==> config.mk <==
export PLATFORM = sky130hd
export DESIGN_NAME = uart_rx_flat
export DESIGN_NICKNAME = d
export VERILOG_FILES = /design/src/rtl/uart_pkg.sv /design/src/rtl/uart_rx_if.sv /design/src/rtl/uart_sync2.sv /design/src/rtl/uart_rx.sv /design/src/flat_wrapper.sv
export SDC_FILE = /design/constraint.sdc
export NUM_CORES = 1
export LEC_CHECK = 0
export CORE_MARGIN = 4
export CORE_UTILIZATION = 48
export CTS_CLUSTER_DIAMETER = 150
export DETAILED_ROUTE_END_ITERATION = 8
export PLACE_DENSITY = 0.73
export SETUP_SLACK_MARGIN = 0.1
export SLEW_MARGIN = 20
export SYNTH_ARGS = -nofsm -noshare
export SYNTH_HDL_FRONTEND = slang
export SYNTH_SLANG_ARGS = --single-unit
==> constraint.sdc <==
create_clock -name clk -period 1.42 [get_ports clk]
set_input_delay 0.284 -clock clk [delete_from_list [all_inputs] [get_ports clk]]
set_output_delay 0.284 -clock clk [all_outputs]
set_load 0.01 [all_outputs]
==> src/rtl/uart_pkg.sv <==
// Shared receiver types and default constants for the UART slice.
// Optional build macro: UART_RX_PARITY_EN (adds the PARITY state).
package uart_pkg;

    localparam int DEFAULT_OVERSAMPLE = 16;
    localparam int DEFAULT_DATA_BITS  = 8;

    typedef enum logic [2:0] {
        IDLE,
        START,
        DATA,
`ifdef UART_RX_PARITY_EN
        PARITY,
`endif
        STOP
    } rx_state_t;

endpackage

==> src/rtl/uart_rx_if.sv <==
// Receiver result bus: received word, event pulses and busy flag.
// Optional build macro: UART_RX_PARITY_EN (adds parity_err).
interface uart_rx_if
    import uart_pkg::*;
#(
    parameter int DATA_BITS = DEFAULT_DATA_BITS
) ();

    logic [DATA_BITS-1:0] rx_data;
    logic                 rx_valid;
    logic                 frame_err;
    logic                 busy;
`ifdef UART_RX_PARITY_EN
    logic                 parity_err;
`endif

    modport master (
        output rx_data,
        output rx_valid,
        output frame_err,
`ifdef UART_RX_PARITY_EN
        output parity_err,
`endif
        output busy
    );

    modport slave (
        input rx_data,
        input rx_valid,
        input frame_err,
`ifdef UART_RX_PARITY_EN
        input parity_err,
`endif
        input busy
    );

endinterface

==> src/rtl/uart_sync2.sv <==
// Two-flop synchronizer for an asynchronous level; resets to 1 (line idle).
module uart_sync2 (
    input  logic clk,
    input  logic rst,
    input  logic d,
    output logic q
);

    logic meta;

    always_ff @(posedge clk) begin
        if (rst) begin
            meta <= 1'b1;
            q    <= 1'b1;
        end else begin
            meta <= d;
            q    <= meta;
        end
    end

endmodule

==> src/rtl/uart_rx.sv <==
// Oversampling UART receiver: start-edge detect, mid-bit sampling, stop check.
// Optional build macro: UART_RX_PARITY_EN (parity bit between data and stop).
module uart_rx
    import uart_pkg::*;
#(
    parameter int DATA_BITS  = DEFAULT_DATA_BITS,
    parameter int OVERSAMPLE = DEFAULT_OVERSAMPLE
`ifdef UART_RX_PARITY_EN
    ,
    parameter bit PARITY_ODD = 1'b0
`endif
) (
    input  logic      clk,
    input  logic      rst,
    input  logic      tick,
    input  logic      rx,
    uart_rx_if.master bus
);

    localparam int TCW = $clog2(OVERSAMPLE);
    localparam int BCW = (DATA_BITS > 1) ? $clog2(DATA_BITS) : 1;
    localparam logic [TCW-1:0] HALF_LAST = TCW'(OVERSAMPLE / 2 - 1);
    localparam logic [TCW-1:0] FULL_LAST = TCW'(OVERSAMPLE - 1);
    localparam logic [BCW-1:0] LAST_BIT  = BCW'(DATA_BITS - 1);

    rx_state_t            state;
    rx_state_t            state_nx;
    logic                 rx_s;
    logic                 rx_prev;
    logic                 fall;
    logic                 half_pt;
    logic                 full_pt;
    logic [TCW-1:0]       tick_cnt;
    logic [BCW-1:0]       bit_cnt;
    logic [DATA_BITS-1:0] shreg;
    logic [DATA_BITS-1:0] rx_data_q;
    logic                 rx_valid_q;
    logic                 frame_err_q;
    logic                 par_bad;
`ifdef UART_RX_PARITY_EN
    logic                 parity_err_q;
`endif

    uart_sync2 u_sync (
        .clk (clk),
        .rst (rst),
        .d   (rx),
        .q   (rx_s)
    );

    always_ff @(posedge clk) begin
        if (rst) rx_prev <= 1'b1;
        else     rx_prev <= rx_s;
    end

    always_comb begin
        fall    = rx_prev & ~rx_s;
        half_pt = tick && (tick_cnt == HALF_LAST);
        full_pt = tick && (tick_cnt == FULL_LAST);
    end

    always_ff @(posedge clk) begin
        if (rst) state <= IDLE;
        else     state <= state_nx;
    end

    always_comb begin
        state_nx = state;
        case (state)
            IDLE:   if (fall)    state_nx = START;
            START:  if (half_pt) state_nx = rx_s ? IDLE : DATA;
`ifdef UART_RX_PARITY_EN
            DATA:   if (full_pt && (bit_cnt == LAST_BIT)) state_nx = PARITY;
            PARITY: if (full_pt) state_nx = STOP;
`else
            DATA:   if (full_pt && (bit_cnt == LAST_BIT)) state_nx = STOP;
`endif
            STOP:   if (full_pt) state_nx = IDLE;
            default: state_nx = IDLE;
        endcase
    end

`ifndef UART_RX_PARITY_EN
    assign par_bad = 1'b0;
`endif

    // Counters and result registers; pulses default low so each lasts one clk.
    always_ff @(posedge clk) begin
        if (rst) begin
            tick_cnt     <= '0;
            bit_cnt      <= '0;
            shreg        <= '0;
            rx_data_q    <= '0;
            rx_valid_q   <= 1'b0;
            frame_err_q  <= 1'b0;
`ifdef UART_RX_PARITY_EN
            par_bad      <= 1'b0;
            parity_err_q <= 1'b0;
`endif
        end else begin
            rx_valid_q  <= 1'b0;
            frame_err_q <= 1'b0;
`ifdef UART_RX_PARITY_EN
            parity_err_q <= 1'b0;
`endif
            case (state)
                IDLE: begin
                    if (fall) begin
                        tick_cnt <= '0;
                        bit_cnt  <= '0;
                    end
                end
                START: begin
                    if (half_pt)   tick_cnt <= '0;
                    else if (tick) tick_cnt <= tick_cnt + TCW'(1);
                end
                DATA: begin
                    if (full_pt) begin
                        shreg    <= {rx_s, shreg[DATA_BITS-1:1]};
                        tick_cnt <= '0;
                        bit_cnt  <= bit_cnt + BCW'(1);
                    end else if (tick) begin
                        tick_cnt <= tick_cnt + TCW'(1);
                    end
                end
`ifdef UART_RX_PARITY_EN
                PARITY: begin
                    if (full_pt) begin
                        par_bad  <= rx_s ^ (^shreg) ^ PARITY_ODD;
                        tick_cnt <= '0;
                    end else if (tick) begin
                        tick_cnt <= tick_cnt + TCW'(1);
                    end
                end
`endif
                STOP: begin
                    if (full_pt) begin
                        tick_cnt <= '0;
                        if (rx_s && !par_bad) begin
                            rx_data_q  <= shreg;
                            rx_valid_q <= 1'b1;
                        end
                        frame_err_q <= ~rx_s;
`ifdef UART_RX_PARITY_EN
                        parity_err_q <= par_bad;
`endif
                    end else if (tick) begin
                        tick_cnt <= tick_cnt + TCW'(1);
                    end
                end
                default: ;
            endcase
        end
    end

    always_comb begin
        bus.busy      = (state != IDLE);
        bus.rx_data   = rx_data_q;
        bus.rx_valid  = rx_valid_q;
        bus.frame_err = frame_err_q;
`ifdef UART_RX_PARITY_EN
        bus.parity_err = parity_err_q;
`endif
    end

endmodule

==> src/flat_wrapper.sv <==
// flat-port wrapper written by rule: the top's interface ports become plain ports
module uart_rx_flat import uart_pkg::*;
#(
    parameter int DATA_BITS  = DEFAULT_DATA_BITS,
    parameter int OVERSAMPLE = DEFAULT_OVERSAMPLE

)
  (clk, rst, tick, rx, bus_rx_data, bus_rx_valid, bus_frame_err, bus_busy);
  uart_rx_if #(.DATA_BITS(DATA_BITS)) bus_i ();
  input  logic clk;
  input  logic rst;
  input  logic tick;
  input  logic rx;
  output wire logic [$bits(bus_i.rx_data)-1:0] bus_rx_data;
  output wire logic [$bits(bus_i.rx_valid)-1:0] bus_rx_valid;
  output wire logic [$bits(bus_i.frame_err)-1:0] bus_frame_err;
  output wire logic [$bits(bus_i.busy)-1:0] bus_busy;
  assign bus_rx_data = bus_i.rx_data;
  assign bus_rx_valid = bus_i.rx_valid;
  assign bus_frame_err = bus_i.frame_err;
  assign bus_busy = bus_i.busy;
  uart_rx #(.DATA_BITS(DATA_BITS), .OVERSAMPLE(OVERSAMPLE)) u_core (.clk(clk), .rst(rst), .tick(tick), .rx(rx), .bus(bus_i));
endmodule
Word level (Yosys, flattened, before mapping)

Index checks and enable logic that the tools add are counted.

$add $sub $neg: 2
Eq/ne operators: 11
Multiplexer cells: 15
Bitwise gates (word level): 4
Reductions and logical operators: 14

Operators by type and width:

| cell                  | number |
|---|---|
| $mux W3               | 6 |
| $mux W4               | 4 |
| $pmux W3 S4           | 1 |
| $pmux W4 S3           | 1 |
| $ne A2 B1 Y1 const B  | 5 |
| $eq A3 B2 Y1 const B  | 2 |
| $pmux W3 S2           | 1 |
| $reduce_and A3 Y1     | 2 |
| $reduce_bool A3 Y1    | 2 |
| $add A4 B1 Y4 const B | 1 |
| $eq A4 B3 Y1 const B  | 1 |
| $eq A4 B4 Y1 const B  | 1 |
| $reduce_and A2 Y1     | 2 |
| $reduce_and A4 Y1     | 1 |
| $add A3 B1 Y3 const B | 1 |
| $eq A3 B1 Y1 const B  | 1 |
| $eq A3 B3 Y1 const B  | 1 |
| $logic_and A1 B1 Y1   | 3 |
| $logic_not A3 Y1      | 1 |
| $not A1 Y1            | 3 |
| $reduce_or A3 Y1      | 1 |
| $mux W2               | 1 |
| $reduce_bool A2 Y1    | 1 |
| $reduce_or A2 Y1      | 1 |
| other kinds (2)       | 2 |

Register bits after elaboration: 31
Input bits: 4
Output and inout bits: 11
Word-level logic and storage cells: 56

Longest topological paths before layout

Gate-level depths: netlist of run 1.

Depth after elaboration: 5
Mapped depth: 5
Depth with buffers taken out: 5

Cells and area by module

From an unflattened synthesis of run 1, not the netlist that was laid out.

Cell total of the unflattened synthesis: 142
Area total of the unflattened synthesis: 1321.3 um2

Modules (own cells, without submodules):

| module     | instances | cells an instance | area each (um2) | sequential area each (um2) |
|---|---|---|---|---|
| uart_rx    | 1         | 138               | 1268.7          | 560.5 |
| uart_sync2 | 1         | 4                 | 52.6            | 40.0 |

Worst setup path after synthesis of run 1

Ideal clock, no wire load.

Kind: register to register
Start point: register u_core.tick_cnt[0]
End point: register u_core.tick_cnt[3]
Setup time: 0.074 ns
Arrival time: 1.397 ns
Data required time: 1.346 ns
Setup slack: -0.051 ns
Stages on the path, launching flop included: 6
Path buffers: 1
Clock period less this slack: 1.471 ns
Cells stage by stage: dfxtp_1 > ha_1 > and3_1 > buf_2 > a2111o_1 > a31oi_1

Cells in the longest elaborated chain, start to end: 4
Elaborated cells between the ends (all ways): 9
Those cells by class: add/sub: 1; eq/ne: 2; mux: 4; reduce/logical: 2

RTL lines:

| item                                        | RTL line                                       | text |
|---|---|---|
| from (decl)                                 | uart_rx.sv:33                                  | `logic [TCW-1:0] tick_cnt;` |
| from (signal assigned)                      | uart_rx.sv:115                                 | `else if (tick) tick_cnt <= tick_cnt + TCW'(1);` |
| from (signal assigned)                      | uart_rx.sv:123                                 | `tick_cnt <= tick_cnt + TCW'(1);` |
| from (signal assigned)                      | uart_rx.sv:148                                 | `tick_cnt <= tick_cnt + TCW'(1);` |
| $add A4 B1 Y4, or another cell as far along | uart_rx.sv:115, uart_rx.sv:123, uart_rx.sv:148 |  |
| $mux W4, or another cell as far along       | uart_rx.sv:115, uart_rx.sv:122, uart_rx.sv:147 |  |
| $mux W4, on equally long branches           | uart_rx.sv:118, uart_rx.sv:114                 |  |
| $pmux W4 S3 *                               | uart_rx.sv:106                                 | `case (state)` |

Every way passes the cells marked *; elsewhere a longest branch is shown, timed or not.
A chain may end at the register's enable or synchronous reset.

Worst setup path in the final report of run 1

Start point: register u_core.u_sync.q
End point: register u_core.bit_cnt[0]

Cells in the longest elaborated chain, start to end: 4

RTL lines:

| item                        | RTL line         | text |
|---|---|---|
| from (decl)                 | uart_sync2.sv:6  | `output logic q` |
| from (signal assigned)      | uart_sync2.sv:17 | `q <= meta;` |
| $not A1 Y1                  | uart_rx.sv:57    | `fall = rx_prev & ~rx_s;` |
| $and A1 B1 Y1               | uart_rx.sv:57    |  |
| $ne A2 B1 Y1 (no line)      | n/a              |  |
| $reduce_and A3 Y1 (no line) | n/a              |  |
| to (signal assigned)        | uart_rx.sv:121   | `bit_cnt <= bit_cnt + BCW'(1);` |
| to (decl)                   | uart_rx.sv:34    | `logic [BCW-1:0] bit_cnt;` |

Every way passes these cells.

==> metrics, run 1 <==
post-synth top area share 47.06%; first-pass GRT wire length between 4000 and 5000 um; largest family of logic cells by synthesized area simple AND/OR/NAND/NOR gates; Seq pwr share 58.1%; Post-Syn Instances around 140; register area share after synthesis between 40% and 50%; most frequent cells after synthesis dfxtp_1 (30), nand2_1 (18), nand3_1 (13); Hold Slack 418.6 ps; Post-DP HPWL just over 2000 um; Ys Warns 0; drt total wl 2836 um; EDFF count, synth 0; # hold bufs at CTS 0; Buffers on Ports 14; clock group share of total power a little over a third; fillers around 220; endpoints failing setup 0; XOR/XNOR Fraction of Synth Area less than 1%; Post-Synth Simple-Gate Area a little over a fifth; HP Class register to register; Post-DP Area 1560 um2; Core Area roughly 2500 um2; Power Dens Cells around 870 nW/um2; GPL Wtd Cong approximately 0.92; CP Class register to register; Synth area leaders dfxtp_1 (47%), mux2i_1 (6.3%), nand2_1 (5.3%), nand3_1 (5.1%), o21ai_0 (4.7%); Sw Share roughly 23%; P_leak approximately 0.66 nW; compound-cell area share of the yosys netlist between 10% and 20%; CTS tree built; outcome completed; initial antenna violation count 0; grt total ovfl 0; maximum clock path buffer count 2; DIE AREA approximately 3500 um2; ys async rst share 0%; Sw Pwr 0.0003383 W; initial DRC count 57; Yosys reg bits 30; most frequent cell after synthesis dfxtp_1; vias in the first global route roughly 1100; syn avg cell area roughly 9.0 um2; area leader, netlist dfxtp_1; total iterations of the first detailed-routing run 4; fmax about 730 MHz; via density per instance around 5.6; Worst setup SP type register; Post-Synth Adder-Cell Area 2.941%; Crit. End Element register; placed cells a little under 200; Die Span X a little under 60 um; worst slew pin tran 304.3 ps; I/O pin count 15; Final Hold Viols 0; Pint 0.001127 W; synthesized cell area about 1300 um2; layout cells sized above 1 between 20% and 30%; Setup Skew 5.112 ps; worst skew pair latency ~330 ps; fin crit share 96.57%; clk sinks 30; Max-cap violations 0; min Tclk post-route around 1400 ps; Arr. time, crit path approximately 1600 ps; H-tree depth 2; synth unique cells 36; Combinational Power Share ~6%; Final nets 180; Antenna Nets Post-Route 0; clock root cell clkbuf_4; total number of vias roughly 1100; worst vdd ir about 0.00064 V; clock-pin slew on the worst setup and hold paths 90 ps; ys flop type dfxtp_1; Num CTS Buffers 5; Worst EP required 1650 ps; largest net degree at the start of global routing 17; final instance area 1689 um2; Final Non-Filler Cells 204; Row Count 18; total track usage 18.45%; initial core utilization approximately 51%; chip height slightly below 60 um; residual DRC count 0; WL/cell 13.90 um; antenna cell count 0; mux cell area share after synthesis 6.275%; peak fanout along the critical path 3; fin worst setup slack approximately 50 ps; syn nets about 150; unrepaired setup endpoints after global routing yes; slew margin rel. about four fifths; Area growth syn-to-layout 32.35%; pre-CTS setup slack -389.0 ps; Pins Over Slew Limit 0
==> layout make-up <==
class | count | area [um2] | share of cell area [%]
clock buffer | 7 | 55.05 | 3.259
clock inverter | 1 | 5.005 | 0.2963
inverter | 4 | 18.77 | 1.111
multi-input combinational | 98 | 670.6 | 39.70
sequential | 30 | 610.6 | 36.15
tap | 30 | 37.54 | 2.222
timing repair buffer | 34 | 291.5 | 17.26
==> metal layers <==
metal / vias up / global-route usage (%) / wire length, um
met2: 30 / 29.95 / 1383
met3: 9 / 5.882 / 118
li1: 574 / - / -
met4: 0 / 11.08 / 79
met5: - / 0 / 0
met1: 536 / 20.96 / 1255
==> cells by family after synthesis <==
group                    after synthesis
adder cells (fa/ha/maj)                3
XOR/XNOR                               1
flip-flops                            30
AND/OR/NAND/NOR                       52
buffers and inverters                 14
AO/OA/AOI/OAI                         34
multiplexers                           8
==> placed cells by master (no fill, tap or decap), types with 2 or more instances in the layout <==
cell type        instances
nor2_1                   2
mux2i_1                  8
a21oi_1                 10
clkdlybuf4s50_1          2
nand4_1                  3
o2111ai_1                2
dfxtp_2                  5
inv_1                    3
o21ai_0                  8
dlygate4sd2_1           11
clkbuf_4                 5
nand3_1                 12
or2_2                    3
a32o_1                   2
o21ai_1                  3
buf_4                   17
ha_1                     2
dfxtp_1                 24
nand2_1                 18
buf_6                    2
nor2_2                   2
==> registers in the layout, summed over array words and instances (netlist names) <==
signal and count:
u_core.u_sync.meta 1, u_core.rx_prev 1, u_core.u_sync.q 1, u_core.shreg 8, u_core.bit_cnt 3, u_core.bus.frame_err 1, u_core.bus.rx_valid 1, u_core.state 2
u_core.bus.rx_data 8, u_core.tick_cnt 4
==> worst max-delay path: stages, from the launching register on <==
cell and delay (ps):
dfxtp_2 330, or4b_4 570, o211a_4 170, a22o_1 200
==> timing repair <==
action,4_1_cts,5_1_grt
setup endpoints to repair,35,23
pin swaps,2,2
buffers inserted,1,2
resized for setup,25,11
hold endpoints to repair,0,0
==> final timing paths <==
check | slack [ps] | depth (start not counted) | start | to
setup reg to reg | 50 | 3 | u_core.u_sync.q | u_core.bit_cnt[0]
hold / removal | 420 | 1 | u_core.u_sync.meta | u_core.u_sync.q
hold reg to reg | 420 | 1 | u_core.u_sync.meta | u_core.u_sync.q
setup / recovery | 50 | 3 | u_core.u_sync.q | u_core.bit_cnt[0]
==> power groups by stage <==
| stage | registers, W | clock network, W | logic (W) |
|---|---|---|---|
| 6_report | 0.000852 | 0.000525 | 0.0000885 |
| 5_1_grt | 0.000852 | 0.000578 | 0.0000957 |
| 4_1_cts | 0.000851 | 0.000549 | 0.0000858 |
| 3_5_place_dp | 0.000871 | 0 | 0.0000831 |
| 3_3_place_gp | 0.000871 | 0 | 0.0000807 |
| 2_1_floorplan | 0.000870 | 0 | 0.0000441 |
==> metrics by stage <==
step                      power (W)  setup TNS (ps)  util [%]
after floorplan           0.0009140         -0.2739         -
after global placement    0.0009518           -4806     62.41
after detailed placement  0.0009544           -6115     62.41
after CTS                  0.001486          -51.03     66.32
after global routing       0.001526               0     67.57
final                      0.001465               0     67.57
(Power assumes the default switching activity.)
==> run 2: changes to the inputs <==
Settings changed: CAP_MARGIN from default to 10.
==> results of run 2 <==
Same layout as run 1: the final DEF is identical, and so are final timing and power.
